## config.mk

```make
export PLATFORM = sky130hd
export DESIGN_NAME = mem_access_unit
export DESIGN_NICKNAME = d
export VERILOG_FILES = /design/src/rtl/mau_pkg.sv /design/src/rtl/mem_access_unit_lsb_pick.sv /design/src/rtl/mem_access_unit.sv
export SDC_FILE = /design/constraint.sdc
export NUM_CORES = 1
export LEC_CHECK = 0
export BUFFER_PORTS_ARGS = -buffer_cell sky130_fd_sc_hd__clkbuf_2
export CAP_MARGIN = 10
export CORE_MARGIN = 1.5
export CORE_UTILIZATION = 51
export DETAILED_ROUTE_END_ITERATION = 10
export GPL_TIMING_DRIVEN = 0
export HOLD_SLACK_MARGIN = 0.03
export PLACE_DENSITY = 0.83
export SYNTH_ARGS = -nofsm -noshare
export SYNTH_HDL_FRONTEND = slang
export SYNTH_SLANG_ARGS = --single-unit
```

## constraint.sdc

```tcl
create_clock -name clk -period 3.1 [get_ports clk]
set_clock_uncertainty 0.1 [all_clocks]
set_input_delay 0.31 -clock clk [delete_from_list [all_inputs] [get_ports clk]]
set_output_delay 0.31 -clock clk [all_outputs]
set_load 0.005 [all_outputs]
```

## src/rtl/mau_pkg.sv

```systemverilog
// Shared definitions for the data-memory access unit: op encodings, FSM states, memory size.
// Latency: n/a (types and constants only).
// Backpressure: n/a.
package mau_pkg;

    // Number of implemented data-memory words; addresses at or above this are out of range.
    localparam int unsigned MAU_MEM_WORDS_DEFAULT = 100;

    typedef enum logic [1:0] {
        OP_LW = 2'b00,
        OP_SW = 2'b01,
        OP_LM = 2'b10,
        OP_SM = 2'b11
    } op_t;

    typedef enum logic [1:0] {
        ST_IDLE   = 2'd0,
        ST_SINGLE = 2'd1,
        ST_MULTI  = 2'd2
    } state_t;

    // LM and SM share the upper encoding bit.
    function automatic logic is_multi(input op_t op);
        return op[1];
    endfunction

endpackage

```

## src/rtl/mem_access_unit_lsb_pick.sv

```systemverilog
// Lowest-set-bit picker for the LM/SM register mask.
// Latency: purely combinational.
// Backpressure: none.
//
// Ports:
//   mask      - remaining register mask
//   idx       - index of the lowest set bit (0 when mask is zero)
//   rest      - mask with that bit cleared
//   last      - rest is empty, i.e. this pick consumes the final bit
module lsb_pick (
    input  logic [7:0] mask,
    output logic [2:0] idx,
    output logic [7:0] rest,
    output logic       last
);

    // Scan from the top down so the lowest set bit is the final assignment.
    always_comb begin
        idx = 3'd0;
        for (int i = 7; i >= 0; i--) begin
            if (mask[i]) begin
                idx = 3'(i);
            end
        end
    end

    // Classic x & (x-1) clears the lowest set bit.
    assign rest = mask & (mask - 8'd1);
    assign last = (rest == 8'd0);

endmodule

```

## src/rtl/mem_access_unit.sv

```systemverilog
// MEM-stage data-memory initiator: LW/SW single accesses and LM/SM mask-driven bursts.
// Latency: access in the cycle after accept, done one cycle after the last access.
// Backpressure: req_ready is low from accept until the done cycle; requests must be held.
//
// Ports:
//   clk, reset_n                          - clock, synchronous active-low reset
//   req_valid/req_ready, req_op, req_addr,
//   req_mask, req_sdata, req_rd           - request handshake and operands
//   rf_rd_addr / rf_rd_data               - register-file read for SM store data
//   mem_addr, mem_wdata, mem_w, mem_rdata - data-memory port (rdata combinational)
//   wb_en, wb_addr, wb_data               - registered load write-back
//   done, err                             - completion pulse and out-of-range qualifier
import mau_pkg::*;

module mem_access_unit #(
    parameter int unsigned MEM_WORDS = MAU_MEM_WORDS_DEFAULT
) (
    input  logic        clk,
    input  logic        reset_n,
    input  logic        req_valid,
    output logic        req_ready,
    input  logic [1:0]  req_op,
    input  logic [15:0] req_addr,
    input  logic [7:0]  req_mask,
    input  logic [15:0] req_sdata,
    input  logic [2:0]  req_rd,
    output logic [2:0]  rf_rd_addr,
    input  logic [15:0] rf_rd_data,
    output logic [15:0] mem_addr,
    output logic [15:0] mem_wdata,
    output logic        mem_w,
    input  logic [15:0] mem_rdata,
    output logic        wb_en,
    output logic [2:0]  wb_addr,
    output logic [15:0] wb_data,
    output logic        done,
    output logic        err
);

    state_t      state;
    op_t         op_q;
    logic [15:0] addr_q;
    logic [7:0]  mask_q;
    logic [15:0] sdata_q;
    logic [2:0]  rd_q;
    logic [2:0]  k_q;      // accesses already issued in the current burst
    logic        err_q;    // sticky out-of-range flag for the current burst

    logic [2:0]  pick_idx;
    logic [7:0]  pick_rest;
    logic        pick_last;

    logic [15:0] slot_addr;
    logic        slot_oor;
    logic        single_access;

    lsb_pick u_lsb_pick (
        .mask (mask_q),
        .idx  (pick_idx),
        .rest (pick_rest),
        .last (pick_last)
    );

    assign req_ready = (state == ST_IDLE);

    // Burst addresses wrap naturally in 16 bits (FFFF -> 0000).
    assign slot_addr = (state == ST_MULTI) ? (addr_q + {13'd0, k_q}) : addr_q;
    assign slot_oor  = (32'(slot_addr) >= MEM_WORDS);

    // A SINGLE slot holding LM/SM is the zero-mask no-op: no access, no error.
    assign single_access = !is_multi(op_q);

    // Memory-side outputs are decoded from registered state only (plus rf_rd_data),
    // so they settle well before the memory's negedge write.
    always_comb begin
        mem_addr   = 16'd0;
        mem_wdata  = 16'd0;
        mem_w      = 1'b0;
        rf_rd_addr = 3'd0;
        case (state)
            ST_SINGLE: begin
                mem_addr = slot_addr;
                if (op_q == OP_SW) begin
                    mem_wdata = sdata_q;
                    mem_w     = !slot_oor;
                end
            end
            ST_MULTI: begin
                mem_addr = slot_addr;
                if (op_q == OP_SM) begin
                    rf_rd_addr = pick_idx;
                    mem_wdata  = rf_rd_data;
                    mem_w      = !slot_oor;
                end
            end
            default: ;
        endcase
    end

    always_ff @(posedge clk) begin
        if (!reset_n) begin
            state   <= ST_IDLE;
            op_q    <= OP_LW;
            addr_q  <= 16'd0;
            mask_q  <= 8'd0;
            sdata_q <= 16'd0;
            rd_q    <= 3'd0;
            k_q     <= 3'd0;
            err_q   <= 1'b0;
            wb_en   <= 1'b0;
            wb_addr <= 3'd0;
            wb_data <= 16'd0;
            done    <= 1'b0;
            err     <= 1'b0;
        end else begin
            wb_en <= 1'b0;
            done  <= 1'b0;
            err   <= 1'b0;
            case (state)
                ST_IDLE: begin
                    if (req_valid) begin
                        op_q    <= op_t'(req_op);
                        addr_q  <= req_addr;
                        mask_q  <= req_mask;
                        sdata_q <= req_sdata;
                        rd_q    <= req_rd;
                        k_q     <= 3'd0;
                        err_q   <= 1'b0;
                        if (is_multi(op_t'(req_op)) && (req_mask != 8'd0)) begin
                            state <= ST_MULTI;
                        end else begin
                            state <= ST_SINGLE;
                        end
                    end
                end
                ST_SINGLE: begin
                    if (op_q == OP_LW) begin
                        wb_en   <= 1'b1;
                        wb_addr <= rd_q;
                        wb_data <= slot_oor ? 16'h0000 : mem_rdata;
                    end
                    done  <= 1'b1;
                    err   <= single_access && slot_oor;
                    state <= ST_IDLE;
                end
                ST_MULTI: begin
                    if (op_q == OP_LM) begin
                        wb_en   <= 1'b1;
                        wb_addr <= pick_idx;
                        wb_data <= slot_oor ? 16'h0000 : mem_rdata;
                    end
                    mask_q <= pick_rest;
                    k_q    <= k_q + 3'd1;
                    err_q  <= err_q | slot_oor;
                    if (pick_last) begin
                        done  <= 1'b1;
                        err   <= err_q | slot_oor;
                        state <= ST_IDLE;
                    end
                end
                default: state <= ST_IDLE;
            endcase
        end
    end

endmodule

```

# Word-level counts from Yosys, hierarchy flattened
# Cells that the tools add are included.
totals:
  ff_bits: 73
op_classes:
  eq_ne: 9
  n_addsub: 3
  mux: 42
  n_reduce_logical: 15
  bitwise: 2
  n_lt_le_gt_ge: 1
op_table:
  columns: ["operator", "n"]
  rows:
  - ["16-bit two-way mux", 7]
  - ["16-bit case mux with 2 select lines", 2]
  - ["3-bit two-way mux", 13]
  - ["16-bit by 3-bit adder with 16-bit output", 1]
  - ["16-bit by 7-bit greater-or-equal comparator with 1-bit output (second input constant)", 1]
  - ["8-bit case mux with 2 select lines", 1]
  - ["3-bit case mux with 2 select lines", 2]
  - ["1-bit case mux with 2 select lines", 5]
  - ["8-bit AND", 1]
  - ["8-bit logical NOT", 1]
  - ["8-bit two-way mux", 1]
  - ["8-bit nonzero test", 1]
  - ["8-bit by 1-bit subtractor with 8-bit output (second input constant)", 1]
  - ["1-bit two-way mux", 7]
  - ["2-bit == test (second input constant)", 3]
  - ["2-bit two-way mux", 3]
  - ["2-bit != test (second input constant)", 3]
  - ["2-bit AND reduction", 3]
  - ["2-bit by 1-bit == test with 1-bit output (second input constant)", 2]
  - ["2-bit logical NOT", 2]
  - ["2-bit case mux with 2 select lines", 1]
  - ["2-bit nonzero test", 2]
  - ["3-bit by 1-bit adder with 3-bit output (second input constant)", 1]
  - ["3-bit AND reduction", 1]
  - ["5 further kinds", 7]

# Depth between registers and ports, before layout
logic_depth:
  depth_word: 10
  ltp_mapped: 11
  ltp_nobuf: 8

# Hierarchy
# Synthesis repeated with hierarchy kept, for this count alone.
hier_totals:
  cells_unflattened: 528
  area_unflattened_um2: 4062.6
modules_own_cells:
  columns: ["module", "area_per_inst_um2", "cells_per_inst", "instances"]
  rows:
  - ["mem_access_unit", 3833.7, 496, 1]
  - ["lsb_pick", 229.0, 32, 1]

# Worst setup path after synthesis
# OpenSTA, ideal clock, no wires.
synth_timing:
  path_kind: "reg2out"
  startpoint: "register addr_q[0]"
  endpoint: "output port mem_w"
  t_arrival_ns: 2.337
  slack_ns: 0.353
  required_ns: 2.690
  path_stages_with_launch: 8
  path_cell_list: "dfxtp_1 -> ha_1 -> fa_1 -> a21oi_4 -> nor4b_4 -> mux2i_1 -> a311oi_4 -> nor4bb_2"
synth_via:
  elab_chain_cells: 6
synth_lines:
  columns: ["element", "line_no", "rtl"]
  rows:
  - ["start, declared", "mem_access_unit.sv:42", "logic [15:0] addr_q;"]
  - ["start signal, assigned", "mem_access_unit.sv:123", "addr_q <= req_addr;"]
  - ["16-bit by 3-bit adder with 16-bit output", "mem_access_unit.sv:67", "assign slot_addr = (state == ST_MULTI) ? (addr_q + {13'd0, k_q}) : addr_q;"]
  - ["16-bit two-way mux *", "mem_access_unit.sv:67", null]
  - ["16-bit by 7-bit greater-or-equal comparator with 1-bit output *", "mem_access_unit.sv:68", "assign slot_oor = (32'(slot_addr) >= MEM_WORDS);"]
  - ["1-bit logical NOT *", "mem_access_unit.sv:85, mem_access_unit.sv:93", null]
  - ["1-bit two-way mux, on equally long branches", "mem_access_unit.sv:90, mem_access_unit.sv:83", null]
  - ["1-bit case mux with 2 select lines *", "mem_access_unit.sv:80", "case (state)"]
  - ["end, declared", "mem_access_unit.sv:31", "output logic mem_w,"]
# Mark *: on every way between the ends. The rest lies on a longest branch, timed or not.

# Worst setup path in the final report
layout_timing:
  startpoint: "register addr_q[1]"
  endpoint: "output port mem_w"
# The elaborated chain is that of the path after synthesis.

==> flow_summary.yaml <==
yosys:
  syn-num-nets: 617
  synth_top_area_share: 0.346
  yosysSeqAreaShare: 0.346
  syn-mean-instance-area_um2: 7.98
  synth-seq-cells: 73
  post-synth-top-count-cell: "sky130_fd_sc_hd__nand2_1"
  post_synth_inst_count: 529
  commonest_cells_in_the_synthesized_netlist: "112 x sky130_fd_sc_hd__nand2_1, 73 x sky130_fd_sc_hd__dfxtp_1, 41 x sky130_fd_sc_hd__a21boi_0"
  synth_largest_area_cell: "sky130_fd_sc_hd__dfxtp_1"
  synth_warnings: 0
  synth_edf_count: 0
  synth.distinct_cells: 63
  synth.cell_area_um2: 4220
  async_flop_share: 0
  netlist_top_cells_area: "sky130_fd_sc_hd__dfxtp_1 35%, sky130_fd_sc_hd__nand2_1 10%, sky130_fd_sc_hd__a21boi_0 7.3%"
  ys_flop_type: "sky130_fd_sc_hd__dfxtp_1"
clock_tree:
  clkTransAtPathRegs_ps: 90
  clockRootBuffer: "sky130_fd_sc_hd__clkbuf_8"
  htree_num_levels: 3
  clk-insertion-delay-late_ps: 350
  cts_tree: "yes"
  ctsLongestPathBuffers: 2
  cts.sinks: 73
  numCtsBuffers: 9
  holdBufCountCts: 0
critical_path:
  cp_data_arrival_time_ps: 2730
  cp.buffers_inverters: 2
  crit_slowest_cell: "sky130_fd_sc_hd__or4_4"
  critPathLaunchType: "flop"
  critical_path.cell_chain: "ha_4, a211oi_4, or4_4, buf_6, nor3_4, xnor2_2, o2111ai_4, nor4bb_2, buf_2"
  setup.worst_path.class: "reg -> out"
  crit_cells: 9
  worst-r2r-cell-count: 11
  largest_stage_delay_on_the_critical_path_ps: 490
  critical_path.top_delay_family: "simple AND/OR/NAND/NOR gates"
  required_ps: 2690
  path_max_fanout: 6
  setup.worst_path.end_class: "output pin"
drt:
  post_drt_via_cell_ratio: 5.75
  avgRoutedWirePerCell_um: 15.8
  drt_drc_violations_left: 0
  detail-route-antenna-nets: 0
  routed_wirelength_um: 12600
  met3_length_um: 769
  met2_length_um: 6160
  firstDrtPassIters: 8
  via_count: 4608
  topRoutingLayerUsed: "met4"
  route.layer.met1.wl_um: 5300
  dr.first_iter.drc_count: 191
sta:
  max_clock_freq_mhz: 319
  layout_min_cycle_time_ps: 3140
  report.final.slew_viol_count: 0
  worst_pin_slew_ps: 684
  final_hold_violating_endpoints: 0
  setup_viol_count_final: 1
  fin_ws_ps: -39.1
  fin_worst_hold_slack_ps: 73.5
  grt_setup_unrepaired: "yes"
  period_share: 1.01
  max_slew_margin: 0.544
die:
  die_height_um: 94.0
  die_width_um: 94.0
  io-pin-count: 139
  initial_core_util: 0.535
  placement_rows: 32
  die_area_um2: 8830
  core-area_um2: 7890
pwr:
  intPower_mw: 1.76
  total_leakage_power_nw: 2.32
  clkPwrFrac: 0.374
  share_comb_of_total_power: 0.207
  power_per_cell_area_nw_per_um2: 452
  p_sw_frac: 0.297
  switching_power_mw: 0.743
  power.share.sequential: 0.419
  power.ir.vdd_worst_v: 0.000219
finish:
  post-route-util: 0.701
  post_route_cells_drive_above_1_share: 0.314
  seq_area_um2: 1480
  multiInputGateArea_um2: 2600
  flow.area_growth_from_synthesis_pct: 31.0
  count_of_fill_cells_added_during_filler_insertion: 628
  nNetsFinal: 783
  antenna_cells: 0
global_route:
  global_route_wire_length_before_repair_um: 19900
  number_of_global_route_vias_before_repair: 4283
  grt.total_usage: 0.285
  grt_antenna_before_repair: 0
  grt_start_max_net_pins: 14
  global_route.overflow_total: 0
status:
  status: "complete, but fails checks"
  failing_checks: "negative setup slack"
placement:
  dp.final_hpwl_um: 8950
  gp_weighted_congestion: 0.948
  placement.io_buffers: 137
job:
  max-cap-violations: 0
hold_path:
  hold_path_depth: 3
  worst_hold_path_type: "in -> reg"
state kept, by name (all words and copies together) (netlist names), 2 cells and up:
name and count:
rd_q 3, wb_addr 3, op_q 2, state 2, wb_data 16, k_q 3, mask_q 8, addr_q 16
sdata_q 16
layer usage:
metal | vias up | track usage
met3 | 35 | 0.0364
li1 | 2199 | -
met1 | 2182 | 0.348
met2 | 192 | 0.504
met5 | - | 0
met4 | 0 | 0.116
kinds of logic after synthesis:
kind of cell / after synthesis / synth area share
fa+ha+maj: 10 / 0.0302
compound gates: 138 / 0.253
mux: 6 / 0.0145
xor+xnor: 14 / 0.0291
buf+inv: 54 / 0.0578
simple gates: 234 / 0.269
flops: 73 / 0.346
placed cells by master (no fill, tap or decap), types with 3 or more instances in the layout:
| cell type | Yosys | layout |
|---|---|---|
| sky130_fd_sc_hd__ha_4 | 0 | 3 |
| sky130_fd_sc_hd__or2_2 | 4 | 4 |
| sky130_fd_sc_hd__xnor2_1 | 8 | 7 |
| sky130_fd_sc_hd__ha_1 | 7 | 4 |
| sky130_fd_sc_hd__bufinv_16 | 0 | 3 |
| sky130_fd_sc_hd__o22ai_1 | 10 | 10 |
| sky130_fd_sc_hd__dfxtp_1 | 73 | 64 |
| sky130_fd_sc_hd__buf_1 | 7 | 8 |
| sky130_fd_sc_hd__nand2_1 | 112 | 112 |
| sky130_fd_sc_hd__nor2_1 | 35 | 35 |
| sky130_fd_sc_hd__o22ai_2 | 10 | 10 |
| sky130_fd_sc_hd__xor2_1 | 6 | 6 |
| sky130_fd_sc_hd__a2bb2oi_1 | 4 | 4 |
| sky130_fd_sc_hd__clkbuf_2 | 0 | 136 |
| sky130_fd_sc_hd__inv_1 | 12 | 11 |
| sky130_fd_sc_hd__buf_4 | 0 | 17 |
| sky130_fd_sc_hd__nor4_1 | 5 | 5 |
| sky130_fd_sc_hd__a21oi_1 | 15 | 14 |
| sky130_fd_sc_hd__dfxtp_2 | 0 | 5 |
| sky130_fd_sc_hd__a22oi_1 | 20 | 20 |
| sky130_fd_sc_hd__nor2b_1 | 15 | 15 |
| sky130_fd_sc_hd__dfxtp_4 | 0 | 4 |
| sky130_fd_sc_hd__mux2i_1 | 5 | 5 |
| sky130_fd_sc_hd__clkbuf_8 | 0 | 9 |
| sky130_fd_sc_hd__or3_1 | 4 | 4 |
| sky130_fd_sc_hd__nand4_1 | 17 | 17 |
| sky130_fd_sc_hd__nor3_1 | 11 | 10 |
| sky130_fd_sc_hd__o21ai_0 | 11 | 11 |
| sky130_fd_sc_hd__buf_6 | 3 | 5 |
| sky130_fd_sc_hd__clkbuf_1 | 27 | 28 |
| sky130_fd_sc_hd__a21boi_0 | 41 | 41 |
| sky130_fd_sc_hd__and2_1 | 15 | 15 |
| sky130_fd_sc_hd__nand3_1 | 3 | 3 |
power groups by stage:
stage          Clock, mW  Combinational, mW  Sequential (mW)
2_1_floorplan          0              0.317             1.05
3_3_place_gp           0              0.463             1.06
3_5_place_dp           0              0.476             1.07
4_1_cts            0.934              0.496             1.05
5_1_grt            0.965              0.569             1.05
6_report           0.934              0.518             1.05
what timing repair did:
item | in CTS | in global routing
resized for setup | 16 | 17
buffers inserted | 6 | 12
setup endpoints to repair | 1 | 1
pin swaps | 6 | 12
per-stage QoR:
step | setup TNS, ps | cell area, um2 | total power [mW] | worst slack (ps) | cells
detailed placement | -91.3 | 5030 | 1.54 | -91.3 | 768
CTS | -3.10 | 5400 | 2.48 | -3.10 | 790
global placement | -58.8 | 5030 | 1.53 | -58.8 | 768
floorplan | 0 | 4220 | 1.37 | 353 | 529
global route | -124 | 5530 | 2.59 | -124 | 802
finish | -39.1 | 5530 | 2.50 | -39.1 | 802
worst paths after layout:
kind | from | slack [ps] | end
setup / recovery | addr_q[1] | -40 | mem_w
hold / removal | req_sdata[7] | 70 | sdata_q[7]
setup reg to reg | state[0] | 210 | wb_data[7]
hold reg to reg | sdata_q[7] | 370 | sdata_q[7]
worst min-delay path: stages:
cell                       delay, ps
sky130_fd_sc_hd__clkbuf_2         80
sky130_fd_sc_hd__nand2_1          40
sky130_fd_sc_hd__a21boi_0         60
area by class of cell:
cell class	count	share of cell area
tap	102	0.0231
sequential	73	0.268
clock buffer	10	0.0231
inverter	12	0.00814
timing repair buffer	155	0.148
buffer	42	0.0382
clock inverter	6	0.0208
multi-input combinational	402	0.471
(Power assumes the default switching activity.)
